## config.mk

```make
export PLATFORM = sky130hd
export DESIGN_NAME = fetch_stage_flat
export DESIGN_NICKNAME = d
export VERILOG_FILES = /design/src/rtl/core_pkg.sv /design/src/rtl/fetch_stage_if.sv /design/src/rtl/pc_reg.sv /design/src/rtl/fetch_stage.sv /design/src/flat_wrapper.sv
export SDC_FILE = /design/constraint.sdc
export NUM_CORES = 1
export LEC_CHECK = 0
export ABC_AREA = 1
export BUFFER_PORTS_ARGS = -buffer_cell sky130_fd_sc_hd__clkbuf_2
export CORE_ASPECT_RATIO = 0.9
export CORE_MARGIN = 4
export CORE_UTILIZATION = 50
export CTS_CLUSTER_SIZE = 14
export DETAILED_ROUTE_END_ITERATION = 10
export PLACE_DENSITY = 0.78
export SYNTH_ARGS = -nofsm -noshare
export SYNTH_HDL_FRONTEND = slang
export SYNTH_SLANG_ARGS = --single-unit
```

## constraint.sdc

```tcl
create_clock -name clk -period 1.77 [get_ports clk]
set_input_delay 0.177 -clock clk [delete_from_list [all_inputs] [get_ports clk]]
set_output_delay 0.177 -clock clk [all_outputs]
set_load 0.02 [all_outputs]
```

## src/rtl/core_pkg.sv

```systemverilog
// Shared core types and constants: data width, bubble instruction, reset PC,
// fetch FSM states and the IF/ID pipeline register layout.
package core_pkg;
  localparam int DW = 32;
  localparam logic [DW-1:0] NOP_INSTR        = 32'h0000_0013;
  localparam logic [DW-1:0] RESET_PC_DEFAULT = 32'h0000_0000;

  typedef enum logic {
    RUN  = 1'b0,
    HALT = 1'b1
  } fetch_state_t;

  typedef struct packed {
    logic [DW-1:0] instr;
    logic [DW-1:0] pc;
    logic [DW-1:0] inc_pc;
    logic          valid;
  } if_id_t;
endpackage

```

## src/rtl/fetch_stage_if.sv

```systemverilog
// Hazard/redirect controls, instruction-ROM port and decode-side outputs of
// the fetch stage.
interface fetch_stage_if;
  logic                   stall_i;
  logic                   flush_i;
  logic                   redirect_i;
  logic [core_pkg::DW-1:0] redirect_pc_i;
  logic [core_pkg::DW-1:0] imem_addr_o;
  logic [core_pkg::DW-1:0] imem_rd_i;
  logic [core_pkg::DW-1:0] instrD_o;
  logic [core_pkg::DW-1:0] PCD_o;
  logic [core_pkg::DW-1:0] incPCD_o;
  logic                   validD_o;
  logic                   misaligned_o;
  logic [31:0]            fetch_count_o;

  modport slave (
    input  stall_i, flush_i, redirect_i, redirect_pc_i, imem_rd_i,
    output imem_addr_o, instrD_o, PCD_o, incPCD_o, validD_o,
           misaligned_o, fetch_count_o
  );

  modport master (
    output stall_i, flush_i, redirect_i, redirect_pc_i, imem_rd_i,
    input  imem_addr_o, instrD_o, PCD_o, incPCD_o, validD_o,
           misaligned_o, fetch_count_o
  );
endinterface

```

## src/rtl/pc_reg.sv

```systemverilog
// Program counter register with load enable; async active-low reset to RESET_PC.
module pc_reg
  import core_pkg::*;
#(
  parameter logic [DW-1:0] RESET_PC = RESET_PC_DEFAULT
) (
  input  logic          clk,
  input  logic          rst,
  input  logic          en,
  input  logic [DW-1:0] d,
  output logic [DW-1:0] q
);
  always_ff @(posedge clk or negedge rst) begin
    if (!rst) begin
      q <= RESET_PC;
    end else if (en) begin
      q <= d;
    end
  end
endmodule

```

## src/rtl/fetch_stage.sv

```systemverilog
// Instruction fetch: PC, ROM address, IF/ID register, RUN/HALT FSM and fetch counter.
// One-cycle fetch latency; stall freezes PC and IF/ID, redirect/flush insert a bubble.
module fetch_stage
  import core_pkg::*;
#(
  parameter logic [DW-1:0] RESET_PC = RESET_PC_DEFAULT,
  parameter logic [DW-1:0] NOP      = NOP_INSTR
) (
  input  logic          clk,
  input  logic          rst,
  fetch_stage_if.slave  bus
);
  localparam if_id_t BUBBLE = '{instr: NOP, pc: '0, inc_pc: '0, valid: 1'b0};

  fetch_state_t  state, state_next;
  if_id_t        dec, dec_d;
  logic          dec_en;
  logic [DW-1:0] pc, pc_d, pc_plus4;
  logic          pc_en;
  logic          mis, mis_set;
  logic [31:0]   cnt;
  logic          cnt_en;

  assign pc_plus4 = pc + DW'(4);

  pc_reg #(.RESET_PC(RESET_PC)) u_pc_reg (
    .clk (clk),
    .rst (rst),
    .en  (pc_en),
    .d   (pc_d),
    .q   (pc)
  );

  always_comb begin
    state_next = state;
    pc_en      = 1'b0;
    pc_d       = pc_plus4;
    dec_en     = 1'b0;
    dec_d      = BUBBLE;
    cnt_en     = 1'b0;
    mis_set    = 1'b0;
    case (state)
      RUN: begin
        if (bus.redirect_i) begin
          dec_en = 1'b1;
          if (bus.redirect_pc_i[1:0] == 2'b00) begin
            pc_en = 1'b1;
            pc_d  = bus.redirect_pc_i;
          end else begin
            mis_set    = 1'b1;
            state_next = HALT;
          end
        end else if (bus.flush_i) begin
          dec_en = 1'b1;
          pc_en  = !bus.stall_i;
        end else if (!bus.stall_i) begin
          pc_en  = 1'b1;
          dec_en = 1'b1;
          dec_d  = '{instr: bus.imem_rd_i, pc: pc, inc_pc: pc_plus4, valid: 1'b1};
          cnt_en = 1'b1;
        end
      end
      // Halted on a misaligned target: keep emitting bubbles until reset.
      HALT: dec_en = 1'b1;
      default: state_next = RUN;
    endcase
  end

  always_ff @(posedge clk or negedge rst) begin
    if (!rst) begin
      state <= RUN;
      dec   <= BUBBLE;
      mis   <= 1'b0;
      cnt   <= '0;
    end else begin
      state <= state_next;
      if (dec_en)  dec <= dec_d;
      if (mis_set) mis <= 1'b1;
      if (cnt_en)  cnt <= cnt + 32'd1;
    end
  end

  assign bus.imem_addr_o   = pc;
  assign bus.instrD_o      = dec.instr;
  assign bus.PCD_o         = dec.pc;
  assign bus.incPCD_o      = dec.inc_pc;
  assign bus.validD_o      = dec.valid;
  assign bus.misaligned_o  = mis;
  assign bus.fetch_count_o = cnt;
endmodule

```

## src/flat_wrapper.sv

```systemverilog
// flat-port wrapper written by rule: the top's interface ports become plain ports
module fetch_stage_flat import core_pkg::*;
#(
  parameter logic [DW-1:0] RESET_PC = RESET_PC_DEFAULT,
  parameter logic [DW-1:0] NOP      = NOP_INSTR
)
  (clk, rst, bus_stall_i, bus_flush_i, bus_redirect_i, bus_redirect_pc_i, bus_imem_rd_i, bus_imem_addr_o, bus_instrD_o, bus_PCD_o, bus_incPCD_o, bus_validD_o, bus_misaligned_o, bus_fetch_count_o);
  fetch_stage_if bus_i ();
  input  logic clk;
  input  logic rst;
  input wire logic [$bits(bus_i.stall_i)-1:0] bus_stall_i;
  input wire logic [$bits(bus_i.flush_i)-1:0] bus_flush_i;
  input wire logic [$bits(bus_i.redirect_i)-1:0] bus_redirect_i;
  input wire logic [$bits(bus_i.redirect_pc_i)-1:0] bus_redirect_pc_i;
  input wire logic [$bits(bus_i.imem_rd_i)-1:0] bus_imem_rd_i;
  output wire logic [$bits(bus_i.imem_addr_o)-1:0] bus_imem_addr_o;
  output wire logic [$bits(bus_i.instrD_o)-1:0] bus_instrD_o;
  output wire logic [$bits(bus_i.PCD_o)-1:0] bus_PCD_o;
  output wire logic [$bits(bus_i.incPCD_o)-1:0] bus_incPCD_o;
  output wire logic [$bits(bus_i.validD_o)-1:0] bus_validD_o;
  output wire logic [$bits(bus_i.misaligned_o)-1:0] bus_misaligned_o;
  output wire logic [$bits(bus_i.fetch_count_o)-1:0] bus_fetch_count_o;
  assign bus_i.stall_i = bus_stall_i;
  assign bus_i.flush_i = bus_flush_i;
  assign bus_i.redirect_i = bus_redirect_i;
  assign bus_i.redirect_pc_i = bus_redirect_pc_i;
  assign bus_i.imem_rd_i = bus_imem_rd_i;
  assign bus_imem_addr_o = bus_i.imem_addr_o;
  assign bus_instrD_o = bus_i.instrD_o;
  assign bus_PCD_o = bus_i.PCD_o;
  assign bus_incPCD_o = bus_i.incPCD_o;
  assign bus_validD_o = bus_i.validD_o;
  assign bus_misaligned_o = bus_i.misaligned_o;
  assign bus_fetch_count_o = bus_i.fetch_count_o;
  fetch_stage #(.RESET_PC(RESET_PC), .NOP(NOP)) u_core (.clk(clk), .rst(rst), .bus(bus_i));
endmodule
```

==> results of run 1 <==
-- flip-flops by register name, indices dropped and copies added, names as in the netlist --
signal and flops:
u_core.u_pc_reg.q 32, u_core.bus.PCD_o 30, u_core.bus.validD_o 1, u_core.state 1, u_core.bus.instrD_o 32, u_core.bus.incPCD_o 32, u_core.bus.fetch_count_o 32, u_core.bus.misaligned_o 1
-- critical path: stages, from the launching register on --
cell     delay (ns)
dfrtp_1        0.35
ha_2           0.22
nand3_1        0.12
nor2_4         0.19
nand2_2        0.11
nor2_2         0.21
nand3_1        0.16
nand3_1        0.11
nand2_1        0.06
-- area by class of cell --
class	instances	area (um^2)	area share (%)
Sequential cell	161	4030	38.7
Multi-Input combinational cell	701	3380	32.4
Timing Repair Buffer	300	1910	18.3
Clock buffer	20	457	4.38
Tap cell	202	253	2.43
Inverter	62	233	2.23
Clock inverter	12	159	1.52
-- logic make-up after synthesis --
family                     Yosys count  share of synthesized area, %
and+or+nand+nor                    556                          29.8
adders and majority gates            2                         0.321
AOI/OAI and AO/OA                  116                          10.1
buffers and inverters               94                          5.13
DFF                                161                          51.7
xor gates and xnor gates            27                          3.03
-- stage by stage --
step | std cells | hold WS [ns] | cell area (um^2) | utilization (%) | power (mW)
6_report | 1458 | 0.0335 | 10400 | 68.0 | 9.39
5_1_grt | 1458 | 0.0223 | 10400 | 68.0 | 9.76
4_1_cts | 1454 | 0.0101 | 10400 | 67.7 | 9.40
3_5_place_dp | 1378 | 0.158 | 9320 | 60.8 | 5.52
3_3_place_gp | 1378 | 0.152 | 9320 | 60.8 | 5.50
2_1_floorplan | 956 | -0.119 | 7800 | - | 4.86
-- metal layers --
layer,part of all wire [%],vias to the layer above,GRT usage (%),routed length [um]
met5,0,-,0,0
met1,43,3571,39.8,10700
met3,8.5,54,7.12,2150
li1,-,3651,-,-
met4,3.0,0,10.7,748
met2,46,384,45.5,11600
-- layout by cell type (no fill, tap or decap), types with 17 or more instances in the layout --
cell | netlist | layout
xor2_1 | 23 | 23
buf_4 | 4 | 17
inv_1 | 56 | 56
nor2_1 | 91 | 89
dfrtp_1 | 158 | 157
a22o_1 | 38 | 38
nand2_1 | 383 | 383
clkbuf_16 | 0 | 17
o21ai_0 | 49 | 49
dlygate4sd3_1 | 0 | 44
clkbuf_2 | 0 | 229
nand3_1 | 31 | 31
-- worst paths after layout --
kind	slack [ns]	cells after the start	to
max	0.11	8	u_core.u_pc_reg.q[28]$_DFFE_PN0N_
min	0.03	3	u_core.u_pc_reg.q[16]$_DFFE_PN0N_
max reg2reg	0.11	8	u_core.u_pc_reg.q[28]$_DFFE_PN0N_
min reg2reg	0.48	2	u_core.bus.incPCD_o[14]$_DFFE_PN0P_
max in group asynchronous	0.86	3	u_core.bus.instrD_o[4]$_DFFE_PN1P_
min in group asynchronous	0.28	2	u_core.bus.fetch_count_o[11]$_DFFE_PN0P_
-- power by group through the flow --
stage / Clock (mW) / Combinational, mW / Sequential [mW]
after CTS: 3.86 / 1.43 / 4.11
after global routing: 4.01 / 1.61 / 4.14
after detailed placement: 0 / 1.35 / 4.17
final: 3.81 / 1.45 / 4.12
after floorplan: 0 / 0.516 / 4.34
after global placement: 0 / 1.33 / 4.17
-- repair_timing --
action,CTS,global route
hold buffers,44,0
setup endpoints to repair,0,13
hold endpoints to repair,87,0
resized for setup,0,5
setup buffers,0,4
==> impl_metrics.env, run 1 <==
export IMPL_clock_sink_count=161
export IMPL_n_antenna_cell=0
export IMPL_ios=231
export IMPL_antenna_found_initial=0
export IMPL_final_hold_viol_count=0
export IMPL_syn_inst=956
export IMPL_final_net_count=1314
export IMPL_sw_frac_of_total_pct=28.9
export IMPL_ys_ff_latch=161
export IMPL_chipWidth_um=140
export IMPL_yosysWarningCount=0
export IMPL_fin_tns_setup_ns=0
export IMPL_cts_root_buf="clkbuf_16"
export IMPL_min_path_type="input port to flop"
export IMPL_crit_path_start="u_core.u_pc_reg.q[3]$_DFFE_PN0N_"
export IMPL_finalSetupViolCount=0
export IMPL_drt_iter0_drc=588
export IMPL_rsz0062_at_grt="no"
export IMPL_switchingPower_mw=2.71
export IMPL_layout_drive_gt1_share_pct=26.4
export IMPL_drc=0
export IMPL_num_rows=43
export IMPL_worst_slew_pin_slew_ns=0.510
export IMPL_grt_pass1_vias=7478
export IMPL_synth_top_area_cell="dfrtp_1"
export IMPL_synth_edf_count=0
export IMPL_die_y_um=127
export IMPL_ir_drop_mv=0.721
export IMPL_yosys_cell_types_count=35
export IMPL_overflow=0
export IMPL_dieArea_um2=17700
export IMPL_p_comb_share_pct=15.5
export IMPL_clk_latency_ns=0.43
export IMPL_syn_nets=1027
export IMPL_crit_arrival_ns=1.97
export IMPL_worst_r2r_startpoint="u_core.u_pc_reg.q[3]$_DFFE_PN0N_"
export IMPL_yosys_area_top_type_share_pct=50.7
export IMPL_dr_total_vias=7660
export IMPL_pwr_density_cell_nw_per_um2=901
export IMPL_ant_nets=0
export IMPL_area_growth_pct=33.6
export IMPL_synth_area_leaders="dfrtp_1, nand2_1, nor2_1"
export IMPL_clk_pin_slew_ns=0.06
export IMPL_hold_start="bus_redirect_pc_i[16]"
export IMPL_gp_congestion=0.962
export IMPL_ys_flop_type="dfrtp_1"
export IMPL_core_um2=15300
export IMPL_period_share_pct=93.5
export IMPL_wl_per_cell_um=17.3
export IMPL_drv_slew=0
export IMPL_status="completed"
export IMPL_pwr_share_clk_pct=40.6
export IMPL_dr_pass1_iters=5
export IMPL_p_leak_nw=5.45
export IMPL_fin_crit_ns=1.66
export IMPL_post_dp_hpwl_mm=17.9
export IMPL_tritoncts="yes"
export IMPL_cts_buffer_depth=2
export IMPL_worstPathRequired_ns=2.09
export IMPL_cap_violations=0
export IMPL_htree_levels=4
export IMPL_worstPathMaxFanout=4
export IMPL_synth_seq_area_share_pct=51.7
export IMPL_synth_common_cells="nand2_1, dfrtp_1, nor2_1"
export IMPL_grt_pass1_wl_mm=40.7
export IMPL_syn_area_um2=7800
export IMPL_grt_max_degree=50
export IMPL_maxSlewHeadroom_pct=66.0
export IMPL_internal_power_mw=6.67
export IMPL_synthArstFlopShare_pct=100
export IMPL_synth_area_per_cell_um2=8.16
export IMPL_cp_end_kind="flop"
export IMPL_p_seq_share_pct=43.9
export IMPL_start_util_pct=50.9
export IMPL_crit_type="flop to flop"
export IMPL_wirelength_mm=25.2
export IMPL_max_freq_ghz=0.604
export IMPL_post_place_ws_ns=0.119
export IMPL_fillers=1249
export IMPL_numCtsBuffers=17
export IMPL_vias_per_cell=5.25
export IMPL_worst_slack_ns=0.114
export IMPL_grt_usage_pct=29.1
export IMPL_yosysMostFrequentCell="nand2_1"
export IMPL_finalClockSkew_ns=0.00780
export IMPL_cp_start_kind="flop"
export IMPL_io_buffer_count=230
(Power assumes the default switching activity.)
==> inputs of run 2 (changes only) <==
REMOVE_ABC_BUFFERS = 1   (was not set)
==> run 2 against run 1 <==
Net effect: flip-flop and latch count did not move; total power fell by 0.62%; sequential share of layout area rose by 0.39 points; die area did not move; via count fell by 1.3%; final area fell by 1.0%; highest routed layer unchanged; fmax rose by 3.6%; first-iteration DRC count fell by 19%; critical path type unchanged; critical endpoint is now u_core.u_pc_reg.q[18]$_DFFE_PN0N_; core utilization fell by 0.70 points; worst hold slack got worse by 0.017 ns.
==> impl_metrics.env, run 2 (synthesis results as in run 1) <==
export IMPL_final_area_um2=10300
export IMPL_fin_tns_setup_ns=0
export IMPL_min_path_type="input port to flop"
export IMPL_postPlaceCellArea_um2=9260
export IMPL_grt_pass1_wl_mm=37.4
export IMPL_finalClockSkew_ns=0.0109
export IMPL_r2r_end="u_core.u_pc_reg.q[18]$_DFFE_PN0N_"
export IMPL_fin_crit_ns=1.60
export IMPL_dr_pass1_iters=5
export IMPL_finalSetupViolCount=0
export IMPL_hold_depth=3
export IMPL_grt_max_degree=48
export IMPL_htree_levels=4
export IMPL_numCtsBuffers=17
export IMPL_dr_total_vias=7564
export IMPL_layout_drive_gt1_share_pct=25.7
export IMPL_layout_common_cells="nand2_1, clkbuf_2, dfrtp_1"
export IMPL_grt_use_met3_pct=7.20
export IMPL_final_hold_viol_count=0
export IMPL_clk_latency_ns=0.43
export IMPL_final_net_count=1306
export IMPL_num_rows=43
export IMPL_start_util_pct=50.9
export IMPL_wl_per_cell_um=15.9
export IMPL_drv_slew=0
export IMPL_p_leak_nw=5.41
export IMPL_max_freq_ghz=0.626
export IMPL_period_share_pct=90.3
export IMPL_die_y_um=127
export IMPL_area_growth_pct=32.2
export IMPL_drt_iter0_drc=476
export IMPL_hold_end="u_core.u_pc_reg.q[16]$_DFFE_PN0N_"
export IMPL_overflow=0
export IMPL_grt_pass1_vias=7498
export IMPL_worst_slew_pin_slew_ns=0.502
export IMPL_ios=231
export IMPL_chipWidth_um=140
export IMPL_gp_congestion=0.921
export IMPL_r2r_setup_slack_ns=0.17
export IMPL_crit_arrival_ns=1.96
export IMPL_wirelength_mm=23.1
export IMPL_gr_usage_met1_pct=35.1
export IMPL_worstPathRequired_ns=2.13
export IMPL_crit_type="flop to flop"
export IMPL_cap_violations=0
export IMPL_cp_end_kind="flop"
export IMPL_status="completed"
export IMPL_pwr_density_cell_nw_per_um2=904
export IMPL_tritoncts="yes"
export IMPL_post_place_ws_ns=0.133
export IMPL_worst_slack_ns=0.171
export IMPL_cts_root_buf="clkbuf_16"
export IMPL_maxSlewHeadroom_pct=66.5
export IMPL_antenna_found_initial=0
export IMPL_ant_nets=0
export IMPL_core_um2=15300
export IMPL_global_route_usage_met2_pct=42.1
export IMPL_post_dp_hpwl_mm=16.6
export IMPL_io_buffer_count=230
export IMPL_clock_sink_count=161
export IMPL_dieArea_um2=17700
export IMPL_worstPathMaxFanout=5
export IMPL_cp_start_kind="flop"
export IMPL_grt_busiest_layer="met2"
export IMPL_rsz0062_at_grt="no"
export IMPL_grt_usage_pct=26.3
export IMPL_vias_per_cell=5.22
export IMPL_worst_r2r_cell_count=8
export IMPL_cts_buffer_depth=2
export IMPL_ir_drop_mv=0.754
export IMPL_final_common_cell="nand2_1"
export IMPL_clk_pin_slew_ns=0.06
export IMPL_finish_utilization_pct=67.3
export IMPL_drc=0
export IMPL_worst_r2r_startpoint="u_core.u_pc_reg.q[2]$_DFFE_PN0N_"
export IMPL_hold_start="bus_redirect_pc_i[16]"
run 2: through the flow:
step | hold slack, ns | total power, mW | cells
finish | 0.0170 | 9.33 | 1450
global placement | 0.140 | 5.45 | 1375
floorplan | -0.119 | 4.86 | 924
CTS | 0.000577 | 9.38 | 1449
detailed placement | 0.140 | 5.48 | 1375
global route | 0.0195 | 9.69 | 1449
run 2: worst max path at each step:
stage | to | start | cells after the start
after floorplan | u_core.bus.PCD_o[11]$_DFFE_PN0P_ | u_core.state$_DFF_PN0_ | 4
after global placement | u_core.u_pc_reg.q[22]$_DFFE_PN0N_ | u_core.u_pc_reg.q[2]$_DFFE_PN0N_ | 8
after detailed placement | u_core.u_pc_reg.q[22]$_DFFE_PN0N_ | u_core.u_pc_reg.q[2]$_DFFE_PN0N_ | 8
after CTS | u_core.u_pc_reg.q[22]$_DFFE_PN0N_ | u_core.u_pc_reg.q[2]$_DFFE_PN0N_ | 8
after global routing | u_core.u_pc_reg.q[28]$_DFFE_PN0N_ | u_core.u_pc_reg.q[2]$_DFFE_PN0N_ | 8
final | u_core.u_pc_reg.q[18]$_DFFE_PN0N_ | u_core.u_pc_reg.q[2]$_DFFE_PN0N_ | 8
run 2: where the power goes:
| part | internal, mW | switching (mW) | total (mW) |
|---|---|---|---|
| Clock | 2.36 | 1.46 | 3.82 |
| Combinational | 0.489 | 0.890 | 1.38 |
| Sequential | 3.85 | 0.272 | 4.13 |
| Total | 6.70 | 2.63 | 9.33 |
run 2: critical path, cell delays in order (launching register included):
cell and delay [ns]:
dfrtp_1 0.43, ha_1 0.24, nand2_1 0.08, nor2_2 0.17, nand2_2 0.14, nor2_1 0.15, xor2_1 0.20, nand2_1 0.07
nand2_1 0.07
run 2: cell type report:
class	count	area (um^2)
diodes	1	2.50
clock buffers	22	484
clock inverters	9	130
fillers	1282	5020
inverters	62	233
multi-input cells	701	3370
flip-flops and latches	161	4030
well taps	202	253
repair buffers	292	1810
run 2: routing by layer:
metal	vias up	part of all wire (%)
met5	-	0
met4	0	2.4
met3	50	8.3
met2	319	46
met1	3575	43
li1	3620	-
run 2: what timing repair did:
| item | 4_1_cts | 5_1_grt |
|---|---|---|
| endpoints found under the setup margin | 0 | 3 |
| hold buffers | 43 | 0 |
| gates resized for setup | 0 | 2 |
| endpoints found under the hold margin | 85 | 0 |
| setup buffers | 0 | 0 |
==> inputs of run 3 (changes only) <==
BUFFER_PORTS_ARGS = -buffer_cell sky130_fd_sc_hd__buf_2   (was -buffer_cell sky130_fd_sc_hd__clkbuf_2)
==> run 3 against run 2 <==
Net effect: clock skew rose by 0.0013 ns; worst hold slack barely moved; final area barely moved; critical endpoint is now u_core.bus.fetch_count_o[20]$_DFFE_PN0P_; largest cell class unchanged; highest routed layer unchanged.
==> impl_metrics.env, run 3 (synthesis results as in run 1) <==
export IMPL_path_cells="ha_1 > nand3_1 > nor2_4 > nand3_2 > nor2_2 > nand2_1 > nand2_1 > nand2_1"
export IMPL_endpoint="u_core.bus.fetch_count_o[20]$_DFFE_PN0P_"
export IMPL_clk_latency_ns=0.43
export IMPL_overflow=0
export IMPL_grt_pass1_vias=7455
export IMPL_finish_utilization_pct=67.2
export IMPL_postPlaceCellArea_um2=9230
export IMPL_die_y_um=127
export IMPL_rsz0062_at_grt="no"
export IMPL_status="completed"
export IMPL_clock_sink_count=161
export IMPL_cts_buffer_depth=2
export IMPL_maxSlewHeadroom_pct=67.0
export IMPL_period_share_pct=91.3
export IMPL_grt_max_degree=53
export IMPL_numCtsBuffers=17
export IMPL_wl_per_cell_um=16.0
export IMPL_dr_total_vias=7560
export IMPL_worstPathMaxFanout=5
export IMPL_grt_usage_pct=26.4
export IMPL_worstPathRequired_ns=2.09
export IMPL_cp_slowest_cell="dfrtp_1"
export IMPL_clk_pin_slew_ns=0.07
export IMPL_drv_slew=0
export IMPL_drt_met1_wl_mm=9.84
export IMPL_r2r_end="u_core.bus.fetch_count_o[20]$_DFFE_PN0P_"
export IMPL_htree_levels=4
export IMPL_cp_common_cell="nand2_1"
export IMPL_core_um2=15300
export IMPL_area_growth_pct=32.1
export IMPL_cap_violations=0
export IMPL_n_antenna_cell=0
export IMPL_wirelength_mm=23.2
export IMPL_fin_crit_ns=1.62
export IMPL_dr_pass1_iters=7
export IMPL_crit_path_max_incr_delay_ns=0.41
export IMPL_finalClockSkew_ns=0.0122
export IMPL_ant_nets=0
export IMPL_grt_pass1_wl_mm=37.5
export IMPL_cp_start_kind="flop"
export IMPL_vias_per_cell=5.22
export IMPL_finalSetupViolCount=0
export IMPL_num_rows=43
export IMPL_antenna_found_initial=0
export IMPL_wl_met3_mm=2.07
export IMPL_ios=231
export IMPL_final_common_cell="nand2_1"
export IMPL_post_cts_setup_buffers=0
export IMPL_routed_top_layer="met4"
export IMPL_crit_type="flop to flop"
export IMPL_cp_end_kind="flop"
export IMPL_pwr_density_cell_nw_per_um2=906
export IMPL_cts_root_buf="clkbuf_16"
export IMPL_critPathTopFamily="simple AND/OR/NAND/NOR gates"
export IMPL_crit_arrival_ns=1.93
export IMPL_max_freq_ghz=0.619
export IMPL_ir_drop_mv=0.865
export IMPL_p_leak_nw=5.50
export IMPL_final_area_um2=10300
export IMPL_tritoncts="yes"
export IMPL_dieArea_um2=17700
export IMPL_drt_iter0_drc=512
export IMPL_io_buffer_count=230
export IMPL_gp_congestion=0.916
export IMPL_worst_r2r_cell_count=8
export IMPL_r2r_setup_slack_ns=0.15
export IMPL_worst_r2r_startpoint="u_core.bus.fetch_count_o[1]$_DFFE_PN0P_"
export IMPL_critical_path_depth=8
export IMPL_drc=0
export IMPL_finalPower_mw=9.34
export IMPL_wl_met2_mm=10.8
export IMPL_crit_buf_inv=0
export IMPL_crit_path_start="u_core.bus.fetch_count_o[1]$_DFFE_PN0P_"
export IMPL_chipWidth_um=140
export IMPL_timing_hold_ws_ns=0.0168
export IMPL_start_util_pct=50.9
export IMPL_post_dp_hpwl_mm=16.5
export IMPL_final_hold_viol_count=0
export IMPL_min_path_type="input port to flop"
export IMPL_final_net_count=1305
export IMPL_layout_common_cells="nand2_1, buf_2, dfrtp_1"
export IMPL_worst_slew_pin_slew_ns=0.494
export IMPL_layout_drive_gt1_share_pct=26.0
## run 3: per-stage QoR
| stage | setup TNS (ns) | setup slack, ns | std cells |
|---|---|---|---|
| 2_1_floorplan | -13.99 | -0.213 | 924 |
| 3_3_place_gp | 0 | 0.222 | 1373 |
| 3_5_place_dp | 0 | 0.144 | 1373 |
| 4_1_cts | 0 | 0.112 | 1449 |
| 5_1_grt | 0 | 0.00893 | 1449 |
| 6_report | 0 | 0.154 | 1449 |
## run 3: worst min-delay path by stage
stage,startpoint,cells past startpoint,slack [ns],to
floorplan,rst,0,-0.12,u_core.bus.PCD_o[10]$_DFFE_PN0P_
global placement,rst,1,0.04,u_core.bus.fetch_count_o[13]$_DFFE_PN0P_
detailed placement,rst,1,0.04,u_core.bus.fetch_count_o[11]$_DFFE_PN0P_
CTS,bus_redirect_pc_i[22],3,0.005,u_core.u_pc_reg.q[22]$_DFFE_PN0N_
global route,bus_redirect_pc_i[22],3,0.01,u_core.u_pc_reg.q[22]$_DFFE_PN0N_
finish,bus_redirect_pc_i[22],3,0.02,u_core.u_pc_reg.q[22]$_DFFE_PN0N_
## run 3: per-layer routing
metal	global-route usage [%]	vias to the layer above
li1	-	3622
met5	0	-
met3	7.31	44
met2	42.7	335
met4	8.38	0
met1	35.0	3559
## run 3: report_power, final
group / total [mW] / internal, mW / switching, mW
registers: 4.14 / 3.86 / 0.281
logic: 1.35 / 0.487 / 0.868
clock network: 3.85 / 2.28 / 1.57
total: 9.34 / 6.62 / 2.72
## run 3: timing repair
action | in CTS | in global routing
gates resized for setup | 0 | 7
endpoints found under the setup margin | 0 | 17
hold buffers | 44 | 0
hold endpoints to repair | 201 | 0
## run 3: tightest hold or removal path: stages
cell and delay (ns):
buf_2 0.08, a22oi_1 0.09, nand2_1 0.06
## run 3: layout make-up
class | count | area (um^2)
clock inverters | 14 | 179
multi-input cells | 701 | 3380
well taps | 202 | 253
flip-flops and latches | 161 | 4040
repair buffers | 291 | 1790
clock buffers | 18 | 439
fillers | 1273 | 5030
inverters | 62 | 233
